==> src/rtl/i2c_pkg.sv <==
// ============================================================================
//  Module  : i2c_pkg
//  Purpose : Shared definitions for the I2C transaction sequencer: master
//            status masks, control/mode register bit positions, sequencer
//            state encoding and error-flag bit positions.
//  Rev     : 1.0  initial release
// ============================================================================
`default_nettype none

package i2c_pkg;

    // Master status register layout: [4]=BUSY [3]=TX_DONE [2]=RX_DONE
    // [1]=TX_ERR [0]=RX_ERR
    localparam logic [4:0] c_ST_BUSY    = 5'b10000;
    localparam logic [4:0] c_ST_TX_DONE = 5'b01000;
    localparam logic [4:0] c_ST_RX_DONE = 5'b00100;
    localparam logic [4:0] c_ST_TX_ERR  = 5'b00010;
    localparam logic [4:0] c_ST_RX_ERR  = 5'b00001;

    // Master control register bit positions
    localparam int c_CTRL_START = 3;
    localparam int c_CTRL_CLEAR = 2;

    // Master mode register bit positions
    localparam int c_MODE_ADDR  = 3;
    localparam int c_MODE_RW    = 2;

    // Sticky error vector bit positions
    localparam int c_ERR_TIMEOUT = 2;
    localparam int c_ERR_OVERRUN = 1;
    localparam int c_ERR_MASTER  = 0;

    typedef enum logic [2:0] {
        S_IDLE      = 3'd0,
        S_FILL      = 3'd1,
        S_START     = 3'd2,
        S_WAIT_BUSY = 3'd3,
        S_RUN       = 3'd4,
        S_FINISH    = 3'd5
    } seq_state_t;

endpackage : i2c_pkg

`default_nettype wire

==> src/rtl/sync_fifo.sv <==
// ============================================================================
//  Module  : sync_fifo
//  Purpose : Single-clock first-word-fall-through FIFO.  The head entry is
//            presented on o_data whenever o_empty is low.
//  Ports   : i_clk, i_rst (async, active-high)
//            i_push/i_data  - write side; a push while full is accepted only
//                             when a pop happens in the same cycle
//            i_pop          - removes the head entry (ignored when empty)
//            o_data         - head entry
//            o_full/o_empty/o_count - occupancy
//  Rev     : 1.0  initial release
// ============================================================================
`default_nettype none

module sync_fifo #(
    parameter int WIDTH = 8,
    parameter int DEPTH = 16
) (
    input  logic                     i_clk,
    input  logic                     i_rst,
    input  logic                     i_push,
    input  logic [WIDTH-1:0]         i_data,
    input  logic                     i_pop,
    output logic [WIDTH-1:0]         o_data,
    output logic                     o_full,
    output logic                     o_empty,
    output logic [$clog2(DEPTH):0]   o_count
);

    localparam int c_AW = $clog2(DEPTH);

    logic [WIDTH-1:0] r_mem [DEPTH];
    logic [c_AW-1:0]  r_wr_ptr;
    logic [c_AW-1:0]  r_rd_ptr;
    logic [c_AW:0]    r_count;

    logic w_do_push;
    logic w_do_pop;

    // DEPTH is a power of two, so the count MSB alone marks "full".
    assign o_full  = r_count[c_AW];
    assign o_empty = (r_count == '0);
    assign o_count = r_count;
    assign o_data  = r_mem[r_rd_ptr];

    assign w_do_pop  = i_pop & ~o_empty;
    assign w_do_push = i_push & (~o_full | w_do_pop);

    always_ff @(posedge i_clk or posedge i_rst) begin
        if (i_rst) begin
            r_wr_ptr <= '0;
            r_rd_ptr <= '0;
            r_count  <= '0;
        end else begin
            if (w_do_push) r_wr_ptr <= r_wr_ptr + 1'b1;
            if (w_do_pop)  r_rd_ptr <= r_rd_ptr + 1'b1;
            case ({w_do_push, w_do_pop})
                2'b10:   r_count <= r_count + 1'b1;
                2'b01:   r_count <= r_count - 1'b1;
                default: r_count <= r_count;
            endcase
        end
    end

    // Storage carries no reset; the empty flag masks stale contents.
    always_ff @(posedge i_clk) begin
        if (w_do_push) r_mem[r_wr_ptr] <= i_data;
    end

endmodule : sync_fifo

`default_nettype wire

==> src/rtl/i2c_txn_sequencer.sv <==
// ============================================================================
//  Module  : i2c_txn_sequencer
//  Purpose : Host-side transaction front end for i2c_master.  Buffers write
//            bytes (TX FIFO) and read bytes (RX FIFO), sequences START,
//            waits for the master's BUSY window and reports done/errors.
//  Ports   : i_clk, i_rst (async, active-high)
//            Host command : i_cmd_valid/o_cmd_ready, i_cmd_addr, i_cmd_len,
//                           i_cmd_rd, i_cmd_addr10
//            Host TX push : i_wr_valid/o_wr_ready, i_wr_data
//            Host RX pop  : o_rd_valid/i_rd_ready, o_rd_data (FWFT)
//            Status       : o_done (pulse), o_err {timeout,overrun,master_err}
//            Master side  : o_slave_addr, o_byte_cnt, o_control_reg,
//                           o_mode_reg, o_tx_data, i_tx_data_needed,
//                           i_rx_data_valid, i_rx_data, i_status_reg
//  Rev     : 1.0  initial release
// ============================================================================
`default_nettype none

module i2c_txn_sequencer
    import i2c_pkg::*;
#(
    parameter int FIFO_DEPTH    = 16,
    parameter int START_TIMEOUT = 1024
) (
    input  logic        i_clk,
    input  logic        i_rst,
    // host command
    input  logic        i_cmd_valid,
    output logic        o_cmd_ready,
    input  logic [9:0]  i_cmd_addr,
    input  logic [7:0]  i_cmd_len,
    input  logic        i_cmd_rd,
    input  logic        i_cmd_addr10,
    // host TX push
    input  logic        i_wr_valid,
    output logic        o_wr_ready,
    input  logic [7:0]  i_wr_data,
    // host RX pop
    output logic        o_rd_valid,
    input  logic        i_rd_ready,
    output logic [7:0]  o_rd_data,
    // host status
    output logic        o_done,
    output logic [2:0]  o_err,
    // master side
    output logic [9:0]  o_slave_addr,
    output logic [7:0]  o_byte_cnt,
    output logic [3:0]  o_control_reg,
    output logic [3:0]  o_mode_reg,
    output logic [7:0]  o_tx_data,
    input  logic        i_tx_data_needed,
    input  logic        i_rx_data_valid,
    input  logic [7:0]  i_rx_data,
    input  logic [4:0]  i_status_reg
);

    localparam int          c_AW      = $clog2(FIFO_DEPTH);
    localparam int          c_TW      = $clog2(START_TIMEOUT) + 1;
    localparam logic [31:0] c_DEPTH_U = FIFO_DEPTH;
    localparam logic [31:0] c_TO_LAST = START_TIMEOUT - 1;

    seq_state_t r_state;
    seq_state_t w_next;

    logic [9:0]      r_addr;
    logic [7:0]      r_len;
    logic            r_rd;
    logic            r_addr10;
    logic            r_start;
    logic            r_clear;
    logic            r_done;
    logic [2:0]      r_err;
    logic [c_TW-1:0] r_to_cnt;

    logic            w_accept;
    logic            w_busy;
    logic            w_xfer_err;
    logic            w_to_hit;
    logic            w_fill_ok;
    logic [31:0]     w_fill_target;
    logic [2:0]      w_err_set;

    logic            w_tx_push;
    logic            w_tx_pop;
    logic            w_tx_under;
    logic [7:0]      w_tx_head;
    logic            w_tx_full;
    logic            w_tx_empty;
    logic [c_AW:0]   w_tx_count;

    logic            w_rx_push;
    logic            w_rx_drop;
    logic            w_rx_full;
    logic            w_rx_empty;
    logic [c_AW:0]   w_rx_count_unused;

    // ------------------------------------------------------------------
    // FIFOs
    // ------------------------------------------------------------------
    // Host push is qualified by o_wr_ready so a refused beat is never
    // captured behind the host's back when a pop frees a slot.
    assign w_tx_push  = i_wr_valid & ~w_tx_full;

    // START pops the head for writes: the master latches o_tx_data on
    // start, so later needed pulses must see the following byte.
    assign w_tx_pop   = ~w_tx_empty &
                        (((r_state == S_START) & ~r_rd) |
                         ((r_state != S_IDLE) & i_tx_data_needed));
    assign w_tx_under = (r_state != S_IDLE) & i_tx_data_needed & w_tx_empty;

    assign w_rx_push  = i_rx_data_valid & ~w_rx_full;
    assign w_rx_drop  = i_rx_data_valid & w_rx_full;

    sync_fifo #(
        .WIDTH (8),
        .DEPTH (FIFO_DEPTH)
    ) u_tx_fifo (
        .i_clk   (i_clk),
        .i_rst   (i_rst),
        .i_push  (w_tx_push),
        .i_data  (i_wr_data),
        .i_pop   (w_tx_pop),
        .o_data  (w_tx_head),
        .o_full  (w_tx_full),
        .o_empty (w_tx_empty),
        .o_count (w_tx_count)
    );

    sync_fifo #(
        .WIDTH (8),
        .DEPTH (FIFO_DEPTH)
    ) u_rx_fifo (
        .i_clk   (i_clk),
        .i_rst   (i_rst),
        .i_push  (w_rx_push),
        .i_data  (i_rx_data),
        .i_pop   (i_rd_ready),
        .o_data  (o_rd_data),
        .o_full  (w_rx_full),
        .o_empty (w_rx_empty),
        .o_count (w_rx_count_unused)
    );

    // ------------------------------------------------------------------
    // Sequencer
    // ------------------------------------------------------------------
    assign w_accept   = i_cmd_valid & (r_state == S_IDLE);
    assign w_busy     = |(i_status_reg & c_ST_BUSY);
    assign w_xfer_err = |(i_status_reg & (c_ST_TX_ERR | c_ST_RX_ERR));

    // Long writes cannot be fully buffered; start once the FIFO is full.
    assign w_fill_target = (32'(r_len) < c_DEPTH_U) ? 32'(r_len) : c_DEPTH_U;
    assign w_fill_ok     = (32'(w_tx_count) >= w_fill_target);

    // r_to_cnt counts completed WAIT_BUSY cycles; the last allowed cycle
    // without BUSY is the one where the count reaches START_TIMEOUT-1.
    assign w_to_hit = (r_state == S_WAIT_BUSY) & ~w_busy &
                      (32'(r_to_cnt) >= c_TO_LAST);

    always_comb begin
        w_next = r_state;
        case (r_state)
            S_IDLE: begin
                if (i_cmd_valid) begin
                    if (i_cmd_len == 8'd0) w_next = S_FINISH;
                    else if (i_cmd_rd)     w_next = S_START;
                    else                   w_next = S_FILL;
                end
            end
            S_FILL:      if (w_fill_ok) w_next = S_START;
            S_START:     w_next = S_WAIT_BUSY;
            S_WAIT_BUSY: begin
                if (w_busy)        w_next = S_RUN;
                else if (w_to_hit) w_next = S_FINISH;
            end
            S_RUN:       if (!w_busy) w_next = S_FINISH;
            S_FINISH:    w_next = S_IDLE;
            default:     w_next = S_IDLE;
        endcase
    end

    always_comb begin
        w_err_set                = '0;
        w_err_set[c_ERR_TIMEOUT] = w_to_hit;
        w_err_set[c_ERR_OVERRUN] = w_tx_under | w_rx_drop;
        w_err_set[c_ERR_MASTER]  = (r_state == S_FINISH) & w_xfer_err;
    end

    always_ff @(posedge i_clk or posedge i_rst) begin
        if (i_rst) begin
            r_state  <= S_IDLE;
            r_addr   <= '0;
            r_len    <= '0;
            r_rd     <= 1'b0;
            r_addr10 <= 1'b0;
            r_start  <= 1'b0;
            r_clear  <= 1'b0;
            r_done   <= 1'b0;
            r_err    <= '0;
            r_to_cnt <= '0;
        end else begin
            r_state <= w_next;

            if (w_accept) begin
                r_addr   <= i_cmd_addr10 ? i_cmd_addr : {3'b000, i_cmd_addr[6:0]};
                r_len    <= i_cmd_len;
                r_rd     <= i_cmd_rd;
                r_addr10 <= i_cmd_addr10;
            end

            // Start is high exactly while the FSM sits in START.
            r_start <= (w_next == S_START);
            // Done/clear follow FINISH by one cycle so that the master_err
            // sampled in FINISH is already visible alongside o_done.
            r_done  <= (r_state == S_FINISH);
            r_clear <= (r_state == S_FINISH);

            // A flag raised in the accept cycle itself survives the clear.
            r_err <= (w_accept ? 3'b000 : r_err) | w_err_set;

            if (r_state != S_WAIT_BUSY)
                r_to_cnt <= '0;
            else if (r_to_cnt != '1)
                r_to_cnt <= r_to_cnt + 1'b1;
        end
    end

    // ------------------------------------------------------------------
    // Outputs
    // ------------------------------------------------------------------
    assign o_cmd_ready  = (r_state == S_IDLE);
    assign o_wr_ready   = ~w_tx_full;
    assign o_rd_valid   = ~w_rx_empty;
    assign o_tx_data    = w_tx_empty ? 8'hFF : w_tx_head;
    assign o_done       = r_done;
    assign o_err        = r_err;
    assign o_slave_addr = r_addr;
    assign o_byte_cnt   = r_len;

    always_comb begin
        o_control_reg               = '0;
        o_control_reg[c_CTRL_START] = r_start;
        o_control_reg[c_CTRL_CLEAR] = r_clear;
    end

    always_comb begin
        o_mode_reg              = '0;
        o_mode_reg[c_MODE_ADDR] = r_addr10;
        o_mode_reg[c_MODE_RW]   = r_rd;
    end

endmodule : i2c_txn_sequencer

`default_nettype wire

==> config.mk <==
export PLATFORM = sky130hd
export DESIGN_NAME = i2c_txn_sequencer
export DESIGN_NICKNAME = d
export VERILOG_FILES = /design/src/rtl/i2c_pkg.sv /design/src/rtl/sync_fifo.sv /design/src/rtl/i2c_txn_sequencer.sv
export SDC_FILE = /design/constraint.sdc
export NUM_CORES = 1
export LEC_CHECK = 0
export ABC_CLOCK_PERIOD_IN_PS = 7200
export CAP_MARGIN = 10
export CORE_ASPECT_RATIO = 1.2
export CORE_MARGIN = 10
export CORE_UTILIZATION = 55
export CTS_BUF_LIST = sky130_fd_sc_hd__clkbuf_8
export DETAILED_ROUTE_END_ITERATION = 6
export HOLD_SLACK_MARGIN = 0.03
export PLACE_DENSITY = 0.8
export SETUP_SLACK_MARGIN = 0.4
export SKIP_CTS_REPAIR_TIMING = 1
export SLEW_MARGIN = 20
export SYNTH_ARGS = -nofsm -noshare
export SYNTH_HDL_FRONTEND = slang
export SYNTH_SLANG_ARGS = --single-unit
==> constraint.sdc <==
create_clock -name i_clk -period 7.2 [get_ports i_clk]
set_input_delay 2.16 -clock i_clk [delete_from_list [all_inputs] [get_ports i_clk]]
set_output_delay 2.16 -clock i_clk [all_outputs]
set_load 0.02 [all_outputs]
==> results of run 1 <==
[worst min-delay path: stages, from the launching register on]
cell and delay (ns):
dfrtp_1 0.35, nand2_1 0.05, nand2_1 0.05
[kinds of logic after synthesis]
| group | Yosys count |
|---|---|
| flip-flops | 321 |
| multiplexers | 93 |
| adder cells (fa/ha/maj) | 26 |
| AND/OR/NAND/NOR | 198 |
| XOR/XNOR | 27 |
| other | 1 |
| buffers and inverters | 65 |
| AO/OA/AOI/OAI | 43 |
[registers in the layout, summed over array words and instances, names as in the netlist, 5 cells and up]
register,flops
u_tx_fifo.o_count,5
u_rx_fifo.r_mem,128
o_byte_cnt,8
u_tx_fifo.r_mem,128
r_to_cnt,11
o_slave_addr,10
u_rx_fifo.o_count,5
[cell usage after synthesis (all sizes together) (2+ instances only)]
| cell | count | share of area |
|---|---|---|
| edfxtp | 256 | 0.58 |
| nand2 | 99 | 0.028 |
| mux4 | 72 | 0.13 |
| dfrtp | 65 | 0.12 |
| nor2 | 43 | 0.012 |
| clkbuf | 24 | 0.0068 |
| ha | 24 | 0.023 |
| buf | 23 | 0.012 |
| mux2i | 19 | 0.014 |
| inv | 18 | 0.0051 |
| nor3 | 15 | 0.0064 |
| xnor2 | 15 | 0.0099 |
| o21ai | 14 | 0.0053 |
| xor2 | 12 | 0.0079 |
| nand3 | 10 | 0.0038 |
| a22oi | 8 | 0.0045 |
| a21oi | 6 | 0.0023 |
| nand4 | 6 | 0.0028 |
| nor2b | 6 | 0.0028 |
| a21o | 4 | 0.0023 |
| a41oi | 4 | 0.0026 |
| and2 | 4 | 0.0019 |
| nand2b | 4 | 0.0019 |
| nor4 | 3 | 0.0014 |
| a31oi | 2 | 0.00094 |
| fa | 2 | 0.0030 |
| mux2 | 2 | 0.0017 |
| nor3b | 2 | 0.0011 |
| or3b | 2 | 0.0013 |
[layout by cell type (no fill, tap or decap), types with 3 or more instances in the layout]
cell type	Yosys	routed
clkinvlp_4	0	3
dfrtp_2	0	3
nor2_1	43	43
clkdlybuf4s50_1	0	90
clkinv_1	0	11
a22oi_1	8	8
a21oi_1	6	6
nor3_1	13	9
nand3_1	10	10
edfxtp_1	256	256
mux4_2	42	42
nand2_1	99	99
a41oi_1	4	4
xnor2_1	15	15
clkinv_2	0	8
nor3_2	2	6
nand4_1	6	6
clkbuf_8	0	48
conb_1	1	4
o21ai_0	14	14
bufinv_16	0	4
nor2b_1	6	6
nand2b_1	4	4
inv_1	18	28
ha_1	24	24
buf_4	8	8
a21o_1	4	4
xor2_1	12	12
mux2i_1	19	19
mux4_1	30	30
nor4_1	3	3
dfrtp_1	65	62
and2_1	4	4
[how the worst max path moves through the flow]
stage	start	end	slack, ns
3_3_place_gp	u_tx_fifo.r_rd_ptr[0]$_DFFE_PP0P_	o_tx_data[2]	2.16
2_1_floorplan	i_wr_valid	u_tx_fifo.o_count[4]$_DFFE_PP0P_	3.00
5_1_grt	u_tx_fifo.r_rd_ptr[0]$_DFFE_PP0P_	o_tx_data[0]	1.39
4_1_cts	u_tx_fifo.r_rd_ptr[0]$_DFFE_PP0P_	o_tx_data[0]	1.54
6_report	u_tx_fifo.r_rd_ptr[0]$_DFFE_PP0P_	o_tx_data[0]	1.62
3_5_place_dp	u_tx_fifo.r_rd_ptr[0]$_DFFE_PP0P_	o_tx_data[0]	2.13
[area by class of cell]
cell class,count,area [sq um]
inverter,18,67.6
multi-input combinational,391,3710
fill,1683,8490
clock inverter,39,283
tap,320,400
timing repair buffer,98,961
sequential,321,9320
clock buffer,48,661
[power breakdown]
part	internal, mW	switching [mW]
Combinational	1.01	0.953
Sequential	2.25	0.342
Clock	0.773	0.674
Total	4.03	1.97
[per-stage QoR]
stage	worst slack, ns	cells
floorplan	3.00	777
global placement	2.16	1148
detailed placement	2.13	1148
CTS	1.54	1235
global route	1.39	1235
finish	1.62	1235
[metal layers]
layer  up-vias  track usage  share of wire
met4         0       0.0585          0.024
met5         -            0              0
li1       3188            -              -
met2       269        0.271           0.49
met3        45       0.0501          0.082
met1      3501        0.221           0.41
==> metrics.txt, run 1 <==
status completed; Syn Inst Count 774; CTS root buf clkbuf_8; #FFs+latches synth 321; fin crit period 5.58 ns; final setup vio count 0; crit path max fanout 24; Synth cell types 45; Adder-Cell Fraction of Synth Area 0.0256; Ant. Diodes 0; Finished Cell Area 15400 sq um; Leakage Power 5.57 nW; Vias/cell 5.67; clk_lat worst skew 0.57 ns; critical-path cell list buf_4 -> mux4_2 -> mux2i_1 -> a22oi_1 -> clkdlybuf4s50_1; core box area 23900 sq um; Crit-path slowest cell dfrtp_2; row cnt 62; Crit path depth 5; total CTS buffers 47; DRC viols 0; Worst R2R Start u_tx_fifo.o_count[1]$_DFFE_PP0P_; Worst Hold Launch o_slave_addr[8]$_DFFE_PP0P_; die height 190 um; # port buffers 90; post-synthesis sequential area ratio 0.700; RSZ-0062 raised after global routing false; end of the worst register-to-register path u_tx_fifo.o_count[4]$_DFFE_PP0P_; vias 7003; Max Cap Violations 0; Post-Synth XOR/XNOR Area 0.0178; Synth Area in Compound Gates 0.0211; fraction of synthesized area in multiplexers 0.146; Die X 162 um; first-pass GRT wire length 41.2 mm; Fmax 179 MHz; Final Hold Fails 0; Max VDD drop 0.000300 V; gr ovfl total 0; RePlAce Congestion 0.794; Starting DRT DRC Count 541; YS warnings 0; Final Skew 0.0254 ns; DRT Pass-1 Iters 4; wire length per cell 20.9 um; Post-synth EDFFs 256; CTS tree yes; DP Area 14500 sq um; Layout Utilization 0.645; setup TNS 0 ns; maximum number of pins on one net before global-route repair 66; R2R Setup Slk 3.96 ns; Worst Path Required 5.04 ns; die area 30900 sq um; layout cells sized above 1 0.141; Max transition margin 0.285; Worst Path Arrival 3.42 ns; Worst Reg-to-Reg Cells 10; max-slew violations 0; Worst-Margin Slew 1.07 ns; total track usage 0.170; overall power 6.00 mW; Worst Setup End Kind output pin; Detailed Route WL 25.8 mm; Clock H-tree levels 2; Hold Crit Class reg -> reg; critical path class reg -> out; Worst path max stage delay 0.88 ns; I/O pin total 97; Synth-to-Final Area Change 15.7%; CTS Sinks 321; DP HPWL 16.6 mm; Cell Area, Synth 13300 sq um; Clock Tree Buf Depth 3; vias in the first global route 7304; largest family of logic cells by synthesized area multiplexers; dominant synthesized flop cell edfxtp_1; Hold EP o_slave_addr[8]$_DFFE_PP0P_; FFs w/ async S/R, synth 0.202; CTS clk-pin slew, worst paths 0.06 ns; Crit path buffers/inverters 2; Tcrit/Tclk final 0.775; Min Hold Slack 0.473 ns; final net count 951; Power Density 390 nW/um^2; Synth Area in Simple Gates 0.0657; Avg Inst Size Synth 17.2 sq um; Starting Density 0.557; WHS Path Cells 2; antenna-violating nets left 0; delay-heaviest family, CP buffers and inverters; crit path launch type flop; initial antenna violation count 0
No activity file was read; power rests on OpenSTA's default activity.
==> run 2, diff against run 1 <==
Settings changed: ABC_CLOCK_PERIOD_IN_PS 7200 to 5400.
Clock period 7.2 ns to 5.4 ns, I/O delays scaled along.
==> metrics.txt, run 2 (same netlist as run 1, synthesis figures left out) <==
status completed; Clock Tree Buf Depth 3 (unchanged); fin crit period 4.79 ns; CTS tree yes; initial antenna violation count 0 (unchanged); clk_lat worst skew 0.58 ns (about the same); setup TNS 0 ns (unchanged); Worst Setup End Kind output pin; I/O pin total 97 (unchanged); RSZ-0062 raised after global routing false; Worst-Margin Slew 1.00 ns (-0.0665 ns); Starting Density 0.557 (unchanged); total track usage 0.170 (-0.000195); CTS root buf clkbuf_8; most frequent cells in the layout 256 x edfxtp_1, 99 x nand2_1, 90 x clkdlybuf4s50_1; Final Worst Setup Slack 0.606 ns (-1.02 ns); row cnt 62 (unchanged); max-slew violations 0 (unchanged); first-pass GRT wire length 40.9 mm (-0.82%); maximum number of pins on one net before global-route repair 39 (-41%); critical-path cell list buf_4 -> mux4_1 -> mux4_2 -> clkdlybuf4s50_1; gr ovfl total 0 (unchanged); vias in the first global route 7321 (+0.23%); vias 6992 (-0.16%); Clock H-tree levels 2 (unchanged); Power Density 514 nW/um^2 (+32%); commonest non-fill, non-tap cell in the layout edfxtp_1; Final Hold Fails 0 (unchanged); Fmax 209 MHz; Leakage Power 5.64 nW (+1.3%); final setup vio count 0 (unchanged); DRT Pass-1 Iters 5 (+1); Tcrit/Tclk final 0.888; die height 190 um (unchanged); crit path max fanout 22 (-8.3%); layout cells sized above 1 0.143 (+0.00203); Max Cap Violations 0 (unchanged); Worst path max stage delay 0.67 ns (-0.21 ns); Ant. Diodes 0 (unchanged); Die X 162 um (unchanged); Synth-to-Final Area Change 16.0%; CTS clk-pin slew, worst paths 0.06 ns (about the same); antenna-violating nets left 0 (unchanged); R2R Setup Slk 2.16 ns (-1.80 ns); Starting DRT DRC Count 554 (+2.4%); Crit-path slowest cell dfrtp_4; CTS Sinks 321 (unchanged); # port buffers 90 (unchanged); die area 30900 sq um (unchanged); Largest regs u_rx_fifo.r_mem x128, u_tx_fifo.r_mem x128, r_to_cnt x11; wire length per cell 20.8 um (-0.21%); Vias/cell 5.63 (-0.80%); DRC viols 0 (unchanged); RePlAce Congestion 0.811 (+2.2%); total CTS buffers 47 (unchanged); Final Skew 0.0315 ns (+0.00605 ns); DP HPWL 17.1 mm (+2.5%); Worst Path Required 3.78 ns (-1.26 ns); Hold Crit Class reg -> reg; crit path launch type flop; core box area 23900 sq um (unchanged); Max VDD drop 0.000424 V (+41%); Worst Path Arrival 3.17 ns (-0.25 ns); Detailed Route WL 25.9 mm (+0.43%); pre-CTS worst setup slack 0.989 ns (-1.14 ns); final net count 964 (+1.4%); critical path class reg -> out; Max transition margin 0.332 (+0.0469)
run 2: cell types whose count changed in the layout (fill, tap and decap cells not counted), moves of 4 or more:
cell	before	now
clkinv_1	11	3
buf_4	8	20
nor3_2	6	2
nor3_1	9	13
inv_1	28	36
clkinv_2	8	2
clkbuf_8	48	54
run 2: path summary, 6_finish.rpt:
| path | cells past startpoint | to | startpoint |
|---|---|---|---|
| min in group asynchronous | 2 | o_byte_cnt[0]$_DFFE_PP0P_ | i_rst |
| max in group asynchronous | 3 | u_tx_fifo.r_rd_ptr[0]$_DFFE_PP0P_ | i_rst |
| max | 4 | o_rd_data[0] | u_rx_fifo.r_rd_ptr[0]$_DFFE_PP0P_ |
| max reg2reg | 10 | u_tx_fifo.o_count[4]$_DFFE_PP0P_ | u_tx_fifo.o_count[1]$_DFFE_PP0P_ |
| min | 2 | o_err[0]$_DFF_PP0_ | o_err[0]$_DFF_PP0_ |
| min reg2reg | 2 | o_err[0]$_DFF_PP0_ | o_err[0]$_DFF_PP0_ |
run 2: area by class of cell:
type	count	area (sq um)
fillers	1648	8450
repair buffers	111	1070
well taps	320	400
clock inverters	28	146
clock buffers	54	743
multi-input cells	391	3690
inverters	18	67.6
flip-flops and latches	321	9320
run 2: critical path: cells and delay by family, from the launching register on:
kind | cells | cell delay, ns
multiplexers | 2 | 1.08
buffers and inverters | 2 | 0.83
flip-flops | 1 | 0.67
run 2: through the flow:
stage | hold WS [ns] | util | power [mW] | area, sq um | cells
floorplan | 0.447 | - | 5.24 | 13300 | 777
global placement | 0.448 | 0.609 | 6.11 | 14500 | 1161
detailed placement | 0.455 | 0.609 | 6.19 | 14500 | 1161
CTS | 0.468 | 0.646 | 8.03 | 15400 | 1243
global route | 0.484 | 0.646 | 8.39 | 15400 | 1243
finish | 0.465 | 0.646 | 7.94 | 15400 | 1243
run 2: per-layer routing:
metal  track usage  up-vias  wire, um
met3        0.0469       46      1840
met2         0.281      221     12900
li1              -     3203         -
met5             0        -         0
met4        0.0501        0       552
met1         0.217     3522     10700
run 2: power by group:
group | internal, mW | switching [mW] | leakage (nW) | total [mW]
registers | 3.00 | 0.381 | 3.12 | 3.39
logic | 1.38 | 1.34 | 2.00 | 2.73
clock network | 0.957 | 0.872 | 0.521 | 1.83
